===== config.mk =====
export PLATFORM = sky130hd
export DESIGN_NAME = pong_sequencer
export DESIGN_NICKNAME = d
export VERILOG_FILES = /design/src/rtl/pong_sequencer.sv
export SDC_FILE = /design/constraint.sdc
export NUM_CORES = 1
export LEC_CHECK = 0
export ABC_AREA = 1
export BUFFER_PORTS_ARGS = -buffer_cell sky130_fd_sc_hd__buf_2
export CAP_MARGIN = 20
export CELL_PAD_IN_SITES_DETAIL_PLACEMENT = 1
export CELL_PAD_IN_SITES_GLOBAL_PLACEMENT = 1
export CORE_ASPECT_RATIO = 0.6
export CORE_MARGIN = 4
export CORE_UTILIZATION = 25
export CTS_CLUSTER_DIAMETER = 60
export DETAILED_ROUTE_END_ITERATION = 7
export GPL_TIMING_DRIVEN = 0
export PLACE_DENSITY = 0.53
export SLEW_MARGIN = 40
export SYNTH_ARGS = -nofsm -noshare
export SYNTH_HDL_FRONTEND = slang
export SYNTH_SLANG_ARGS = --single-unit

===== constraint.sdc =====
create_clock -name clk -period 2.24 [get_ports clk]
set_input_delay 0.224 -clock clk [delete_from_list [all_inputs] [get_ports clk]]
set_output_delay 0.224 -clock clk [all_outputs]
set_load 0.01 [all_outputs]

===== src/rtl/pong_sequencer.sv =====
// Game-level controller for the 8x8 pong field: ball, paddles, scores and game FSM.
// Define PONG_SPEEDUP_EN to shorten the tick period on every paddle bounce.
module pong_sequencer #(
   parameter logic [15:0] TICK_DIV   = 16'd50000,
   parameter logic [3:0]  MAX_SCORE  = 4'd9
`ifdef PONG_SPEEDUP_EN
   ,
   parameter logic [15:0] SPEED_STEP = 16'd2000,
   parameter logic [15:0] MIN_DIV    = 16'd10000
`endif
) (
   input  logic       clk,
   input  logic       rst,
   input  logic       start,
   input  logic       top_left,
   input  logic       top_right,
   input  logic       bot_left,
   input  logic       bot_right,
   output logic [2:0] ball_x,
   output logic [2:0] ball_y,
   output logic [2:0] paddle_top,
   output logic [2:0] paddle_bot,
   output logic [3:0] score_top,
   output logic [3:0] score_bot,
   output logic [1:0] game_state,
   output logic       point,
   output logic       endgame
);

   localparam int unsigned POS_W   = 3;
   localparam int unsigned SCORE_W = 4;
   localparam int unsigned CNT_W   = 16;

   localparam logic [POS_W-1:0] CENTER  = POS_W'(3);
   localparam logic [POS_W-1:0] POS_MAX = POS_W'(7);
   localparam logic [POS_W-1:0] PAD_MAX = POS_W'(6);

   typedef enum logic [1:0] {
      ST_IDLE  = 2'd0,
      ST_SERVE = 2'd1,
      ST_RUN   = 2'd2,
      ST_OVER  = 2'd3
   } state_t;

   state_t               state_q, state_d;
   logic [POS_W-1:0]     ball_x_q, ball_x_d;
   logic [POS_W-1:0]     ball_y_q, ball_y_d;
   logic                 dx_neg_q, dx_neg_d;
   logic                 dy_neg_q, dy_neg_d;
   logic [POS_W-1:0]     paddle_top_q, paddle_top_d;
   logic [POS_W-1:0]     paddle_bot_q, paddle_bot_d;
   logic [SCORE_W-1:0]   score_top_q, score_top_d;
   logic [SCORE_W-1:0]   score_bot_q, score_bot_d;
   logic                 point_q, point_d;
   logic                 endgame_q, endgame_d;
   logic [CNT_W-1:0]     cnt_q, cnt_d;
   logic [CNT_W-1:0]     period_c;

   logic                 step_c;
   logic                 next_dx_neg_c;
   logic                 top_hit_c;
   logic                 bot_hit_c;
   logic [SCORE_W-1:0]   score_top_inc_c;
   logic [SCORE_W-1:0]   score_bot_inc_c;

   // Saturating paddle move; opposing pulses in the same cycle cancel.
   function automatic logic [POS_W-1:0] paddle_next(input logic [POS_W-1:0] p,
                                                    input logic            l,
                                                    input logic            r);
      logic [POS_W-1:0] n;
      n = p;
      if (l && !r && (p != POS_W'(0)))
         n = p - POS_W'(1);
      else if (r && !l && (p < PAD_MAX))
         n = p + POS_W'(1);
      return n;
   endfunction

   function automatic logic covers(input logic [POS_W-1:0] x, input logic [POS_W-1:0] p);
      return (x == p) || (x == (p + POS_W'(1)));
   endfunction

`ifdef PONG_SPEEDUP_EN
   logic [CNT_W-1:0] period_q, period_d;

   function automatic logic [CNT_W-1:0] sped_up(input logic [CNT_W-1:0] p);
      return ((p - MIN_DIV) >= SPEED_STEP) ? (p - SPEED_STEP) : MIN_DIV;
   endfunction

   assign period_c = period_q;
`else
   assign period_c = TICK_DIV;
`endif

   assign step_c          = (cnt_q == (period_c - CNT_W'(1)));
   assign next_dx_neg_c   = (ball_x_q == POS_MAX) ? 1'b1 :
                            (ball_x_q == POS_W'(0)) ? 1'b0 : dx_neg_q;
   assign top_hit_c       = covers(ball_x_q, paddle_top_q);
   assign bot_hit_c       = covers(ball_x_q, paddle_bot_q);
   assign score_top_inc_c = (score_top_q < MAX_SCORE) ? (score_top_q + SCORE_W'(1)) : score_top_q;
   assign score_bot_inc_c = (score_bot_q < MAX_SCORE) ? (score_bot_q + SCORE_W'(1)) : score_bot_q;

   always_ff @(posedge clk) begin
      if (rst) begin
         state_q      <= ST_IDLE;
         ball_x_q     <= CENTER;
         ball_y_q     <= CENTER;
         dx_neg_q     <= 1'b0;
         dy_neg_q     <= 1'b0;
         paddle_top_q <= CENTER;
         paddle_bot_q <= CENTER;
         score_top_q  <= '0;
         score_bot_q  <= '0;
         point_q      <= 1'b0;
         endgame_q    <= 1'b0;
         cnt_q        <= '0;
`ifdef PONG_SPEEDUP_EN
         period_q     <= TICK_DIV;
`endif
      end else begin
         state_q      <= state_d;
         ball_x_q     <= ball_x_d;
         ball_y_q     <= ball_y_d;
         dx_neg_q     <= dx_neg_d;
         dy_neg_q     <= dy_neg_d;
         paddle_top_q <= paddle_top_d;
         paddle_bot_q <= paddle_bot_d;
         score_top_q  <= score_top_d;
         score_bot_q  <= score_bot_d;
         point_q      <= point_d;
         endgame_q    <= endgame_d;
         cnt_q        <= cnt_d;
`ifdef PONG_SPEEDUP_EN
         period_q     <= period_d;
`endif
      end
   end

   // Next-state and datapath; serve_entry centralises the ball/counter reload.
   always_comb begin
      logic serve_entry;
      logic serve_dy_neg;

      state_d      = state_q;
      ball_x_d     = ball_x_q;
      ball_y_d     = ball_y_q;
      dx_neg_d     = dx_neg_q;
      dy_neg_d     = dy_neg_q;
      score_top_d  = score_top_q;
      score_bot_d  = score_bot_q;
      point_d      = 1'b0;
      cnt_d        = step_c ? '0 : (cnt_q + CNT_W'(1));
      paddle_top_d = paddle_next(paddle_top_q, top_left, top_right);
      paddle_bot_d = paddle_next(paddle_bot_q, bot_left, bot_right);
      serve_entry  = 1'b0;
      serve_dy_neg = 1'b0;
`ifdef PONG_SPEEDUP_EN
      period_d     = period_q;
`endif

      case (state_q)
         ST_IDLE, ST_OVER: begin
            if (start) begin
               state_d     = ST_SERVE;
               score_top_d = '0;
               score_bot_d = '0;
               serve_entry = 1'b1;
            end
         end
         ST_SERVE: begin
            if (step_c)
               state_d = ST_RUN;
         end
         ST_RUN: begin
            if (ball_y_q == POS_W'(0)) begin
               point_d      = 1'b1;
               score_bot_d  = score_bot_inc_c;
               state_d      = (score_bot_inc_c == MAX_SCORE) ? ST_OVER : ST_SERVE;
               serve_entry  = (score_bot_inc_c != MAX_SCORE);
               serve_dy_neg = 1'b1;
            end else if (ball_y_q == POS_MAX) begin
               point_d      = 1'b1;
               score_top_d  = score_top_inc_c;
               state_d      = (score_top_inc_c == MAX_SCORE) ? ST_OVER : ST_SERVE;
               serve_entry  = (score_top_inc_c != MAX_SCORE);
               serve_dy_neg = 1'b0;
            end else if (step_c) begin
               dx_neg_d = next_dx_neg_c;
               ball_x_d = next_dx_neg_c ? (ball_x_q - POS_W'(1)) : (ball_x_q + POS_W'(1));
               if ((ball_y_q == POS_W'(1)) && dy_neg_q) begin
                  if (top_hit_c) begin
                     dy_neg_d = 1'b0;
                     ball_y_d = POS_W'(2);
`ifdef PONG_SPEEDUP_EN
                     period_d = sped_up(period_q);
`endif
                  end else begin
                     ball_y_d = POS_W'(0);
                  end
               end else if ((ball_y_q == PAD_MAX) && !dy_neg_q) begin
                  if (bot_hit_c) begin
                     dy_neg_d = 1'b1;
                     ball_y_d = POS_W'(5);
`ifdef PONG_SPEEDUP_EN
                     period_d = sped_up(period_q);
`endif
                  end else begin
                     ball_y_d = POS_MAX;
                  end
               end else begin
                  ball_y_d = dy_neg_q ? (ball_y_q - POS_W'(1)) : (ball_y_q + POS_W'(1));
               end
            end
         end
         default: state_d = ST_IDLE;
      endcase

      if (serve_entry) begin
         ball_x_d = CENTER;
         ball_y_d = CENTER;
         dy_neg_d = serve_dy_neg;
         cnt_d    = '0;
`ifdef PONG_SPEEDUP_EN
         period_d = TICK_DIV;
`endif
      end

      endgame_d = (state_d == ST_OVER);
   end

   assign ball_x     = ball_x_q;
   assign ball_y     = ball_y_q;
   assign paddle_top = paddle_top_q;
   assign paddle_bot = paddle_bot_q;
   assign score_top  = score_top_q;
   assign score_bot  = score_bot_q;
   assign game_state = state_q;
   assign point      = point_q;
   assign endgame    = endgame_q;

endmodule

[Word level (Yosys, flattened, before mapping)]
Cells that the tools add are included.
Cells by class
  add/subtract/negate cells: 11
  order comparisons: 4
  equality and inequality tests: 24
  mux-type cells: 44
  bitwise gates (word level): 3
  reduce and logical (&&, ||, !) cells: 37
Operators by type and width (number)
  3-bit 2-to-1 mux: 8
  4-bit 2-to-1 mux: 6
  1-bit 2-to-1 mux: 18
  16-bit by 1-bit adder with 16-bit output, second input constant: 1
  16-bit equality test, second input constant: 1
  2-bit 2-to-1 mux: 8
  4-bit case mux with 2 select lines: 2
  3-bit by 1-bit adder with 3-bit output, second input constant: 4
  3-bit equality test: 4
  3-bit nonzero test: 4
  3-bit by 1-bit subtractor with 3-bit output, second input constant: 4
  1-bit logical AND: 10
  2-bit nonzero test: 5
  3-bit equality test, second input constant: 3
  4-bit by 1-bit adder with 4-bit output, second input constant: 2
  4-bit equality test, second input constant: 2
  4-bit < comparator, second input constant: 2
  2-bit != test, second input constant: 4
  4-bit != test, second input constant: 2
  4-bit AND reduction: 2
  7-bit AND reduction: 1
  2-bit equality test, second input constant: 3
  3-bit zero test: 2
  3-bit < comparator, second input constant: 2
  13 further kinds: 23
Storage, ports and cells
  flip-flop bits (word level): 42
  bits of input ports: 7
  word-level logic and storage cells: 135

[Longest topological paths before layout]
  word-level depth: 11
  gate-level depth with buffers: 14
  mapped depth without buffers: 14

[Worst setup path before layout]
No wires, ideal clock.
  path kind: register -> register
  start: reg score_bot_q[0] (netlist: score_bot[0])
  end: reg cnt_q[8]
  library setup time: 0.061 ns
  arrival: 1.725 ns
  required time: 2.179 ns
  setup slack: 0.454 ns
  stages on the path, launching flop included: 15
  period minus slack after synthesis: 1.786 ns
  cells stage by stage: dfxtp_1 > inv_1 > ha_1 > nand2_4 > nand2_4 > nand2_2 > nand2_2 > nor2_2 > nand2_2 > nand3_2 > nand2_2 > nand2_4 > nand3_4 > buf_12 > nor2_4
On the way
  longest elaborated chain between the ends: 6
Ends and longest elaborated chain
  from (decl): RTL line 53  | logic [SCORE_W-1:0] score_bot_q, score_bot_d;
  from (signal assigned): RTL line 129  | score_bot_q <= score_bot_d;
  4-bit by 1-bit adder with 4-bit output or 4-bit < comparator (tied branches): RTL line 101  | assign score_bot_inc_c = (score_bot_q < MAX_SCORE) ? (score_bot_q + SCORE_W'(1)) : score_bot_q;
  4-bit 2-to-1 mux (*): RTL line 101
  4-bit != test (*): RTL line 179  | serve_entry = (score_bot_inc_c != MAX_SCORE);
  1-bit 2-to-1 mux (*): RTL line 175  | if (ball_y_q == POS_W'(0)) begin
  1-bit case mux with 2 select lines (*): RTL line 161  | case (state_q)
  3-bit OR reduction (no line) (*)
  to (signal assigned): RTL line 132  | cnt_q <= cnt_d;
  to (decl): RTL line 56  | logic [CNT_W-1:0] cnt_q, cnt_d;
Mark *: on every way between the ends. The rest lies on a longest branch, timed or not.
A chain may end at the register's enable or synchronous reset.

[Worst setup path after layout]
  start: reg ball_y_q[0] (netlist: ball_y[0])
  end: reg ball_x_q[2] (netlist: ball_x[2])
On the way
  longest elaborated chain between the ends: 5
Ends and longest elaborated chain
  from (decl): RTL line 47  | logic [POS_W-1:0] ball_y_q, ball_y_d;
  from (signal assigned): RTL line 123  | ball_y_q <= ball_y_d;
  3-bit equality test: RTL line 181  | end else if (ball_y_q == POS_MAX) begin
  1-bit 2-to-1 mux: RTL line 181
  1-bit 2-to-1 mux: RTL line 175
  1-bit case mux with 2 select lines: RTL line 161
  2-bit OR reduction (no line)
  to (signal assigned): RTL line 122  | ball_x_q <= ball_x_d;
  to (decl): RTL line 46  | logic [POS_W-1:0] ball_x_q, ball_x_d;
Parallel ways exist; a longest one is shown, timed or not.

==> run summary <==
Outcome: finished, final reports clean
IO Pins: 31
Fillers: 1353
Root Driver: clkbuf_16
Setup TNS: 0 ns
Total grt overflow: 0
Layout cell share with drive strength beyond 1: 18.4%
Inserted Clock Buffers: 5
Vias: 2511
Worst Path Max Fanout: 6
Drt drc: 0
Number of antenna violations at the first check in global routing: 0
Wire length of the first global-routing pass: 12800 um
Area leader, netlist: dfxtp_1
Leak: 1.46 nW
RSZ-0062 raised after global routing: no
Die area: 13000 um^2
Worst setup path category: flop to flop
Sequential area share after synthesis: 30.2%
Critical Path RT: 2.42 ns
Pre-CTS setup slack: 0.147 ns
Tmin final: 2.06 ns
Fmax: 485 MHz
Post-route worst setup slack: 0.180 ns
Starting density of the core: 26.0%
Drt total wl: 7380 um
Slew Limit Headroom: 56.2%
TritonCTS sink count: 42
Vias in the first global route: 2526
Synth Cell Area: 2790 um^2
CP startpoint kind: flop
Util after Layout: 30.7%
Hold Buf Count CTS: 0
DRT Pass-1 Iters: 4
Worst hold path class: input port to flop
H-tree levels: 2
Reg area: 841 um^2
Layout area overhead: 17.8%
Clk pin slew, worst setup/hold paths: 0.06 ns
Max-capacitance violation count: 0
Overall Global Routing Usage: 12.2%
Main synth FF type: dfxtp_1
Worst-Margin Slew: 0.657 ns
Bufs on Longest Clock Path: 2
Synth Instances: 390
Largest cells by area after synthesis: dfxtp_1 (30%), nand2_1 (11%), ha_1 (8.5%)
Worst Skew: 0.00443 ns
Post-DP Area: 3110 um^2
Pwr dens: 553 nW/um^2
Diode count: 0
Final Setup Violations: 0
Syn_nets: 417
Worst Path Arrival: 2.24 ns
Post-DP HPWL: 5860 um
WL/cell: 13.0 um
Syn Area/Cell: 7.14 um^2
Synthesis-stage register bit count: 42
Final Cycle Share: 92.0%
Final instance area: 3280 um^2
GP Congestion: 0.762
Vias per inst: 4.41
Die W: 144 um
Worst ir drop on vdd: 236 uV
CORE AREA: 10700 um^2
Synth cell types: 36
Worst skew pair latency: 0.29 ns
CTS tree: built
Area of the multi-input gates: 1690 um^2
Top cells by instance count after synthesis: nand2_1 (84), inv_1 (56), dfxtp_1 (42)
Final nets: 456
Height of the die: 89.8 um
Slew Viols, Final: 0
PortBufs: 29
Number of DRC markers in iteration 0: 78
FFs w/ async S/R, synth: 0%
Count leader, synth: nand2_1
Post-synth EDFFs: 0
Remaining antenna violation count: 0
Final Hold Fails: 0
Critical Path End Type: flop
Area fraction of the dominant cell type after synthesis: 30.2%
Ys Warns: 0
# rows: 29
Largest net degree at the start of global routing: 13
[registers in the layout, summed over array words and instances, names as in the netlist]
register,count
dy_neg_q,1
ball_x,3
score_bot,4
paddle_top,3
game_state,2
score_top,4
ball_y,3
paddle_bot,3
dx_neg_q,1
endgame,1
point,1
cnt_q,16
[critical path: stages, from the launching register on]
cell and delay, ns:
dfxtp_1 0.42, inv_1 0.13, ha_1 0.21, inv_1 0.09, nor2_4 0.06, a21oi_1 0.18
nand4_1 0.27, buf_4 0.24, nor2_1 0.14, xor2_1 0.17, nor2_1 0.05
[layout make-up]
class                      instances  area share (%)
sequential                        42            25.6
multi-input combinational        285            51.4
clock buffer                       7            4.34
clock inverter                     1           0.152
tap                              139            5.30
buffer                             4            1.30
timing repair buffer              32            5.11
inverter                          59            6.75
[metal layers]
layer / global-route usage, % / wire [um] / vias up
met5: 0 / 0 / -
met2: 16.2 / 2870 / 27
met3: 3.13 / 275 / 5
met1: 19.1 / 4170 / 1161
met4: 2.80 / 57 / 0
li1: - / - / 1318
[metrics by stage]
stage / instances / power (mW) / hold slack (ns)
floorplan: 390 / 1.00 / 0.439
global placement: 558 / 1.07 / 0.463
detailed placement: 558 / 1.08 / 0.467
CTS: 566 / 1.86 / 0.167
global route: 569 / 1.92 / 0.174
finish: 569 / 1.82 / 0.177
[report_power, final]
part | internal (mW) | leakage, nW | switching [mW] | total (mW)
clock | 0.443 | 0.0739 | 0.315 | 0.758
sequential | 0.769 | 0.341 | 0.0270 | 0.796
combinational | 0.0965 | 1.04 | 0.164 | 0.261
total | 1.31 | 1.46 | 0.507 | 1.82
[logic make-up (layout without fill, tap and decap cells)]
| logic type | count (synthesis) | after routing | synth area share (%) |
|---|---|---|---|
| AND/OR/NAND/NOR | 199 | 199 | 35.1 |
| buffers and inverters | 63 | 103 | 9.47 |
| AO/OA/AOI/OAI | 44 | 44 | 9.03 |
| flip-flops | 42 | 42 | 30.2 |
| XOR/XNOR | 21 | 21 | 6.60 |
| adder cells (fa/ha/maj) | 20 | 20 | 9.25 |
| multiplexers | 1 | 1 | 0.359 |
[timing repair]
| action | in CTS | in global routing |
|---|---|---|
| resized for setup | 0 | 2 |
| buffers inserted | 0 | 3 |
| endpoints found under the setup margin | 0 | 16 |
[worst paths after layout]
| check | slack [ns] | to | from | depth (start not counted) |
|---|---|---|---|---|
| min reg2reg | 0.48 | dx_neg_q$_SDFFE_PP0P_ | dx_neg_q$_SDFFE_PP0P_ | 2 |
| max reg2reg | 0.18 | ball_x[2]$_SDFFE_PP0P_ | ball_y[0]$_SDFFE_PP1P_ | 10 |
| max | 0.18 | ball_x[2]$_SDFFE_PP0P_ | ball_y[0]$_SDFFE_PP1P_ | 10 |
| min | 0.18 | dx_neg_q$_SDFFE_PP0P_ | rst | 2 |
[cell usage in the layout (no fill, tap or decap), drive strengths merged, types with 11 or more instances in the layout]
cell	netlist	routed
ha	19	19
nor2	57	57
dfxtp	42	42
a21oi	22	22
nand2	95	95
o21ai	15	15
xor2	11	11
nand3	31	31
inv	58	58
buf	2	34
No activity file was read; power rests on OpenSTA's default activity.
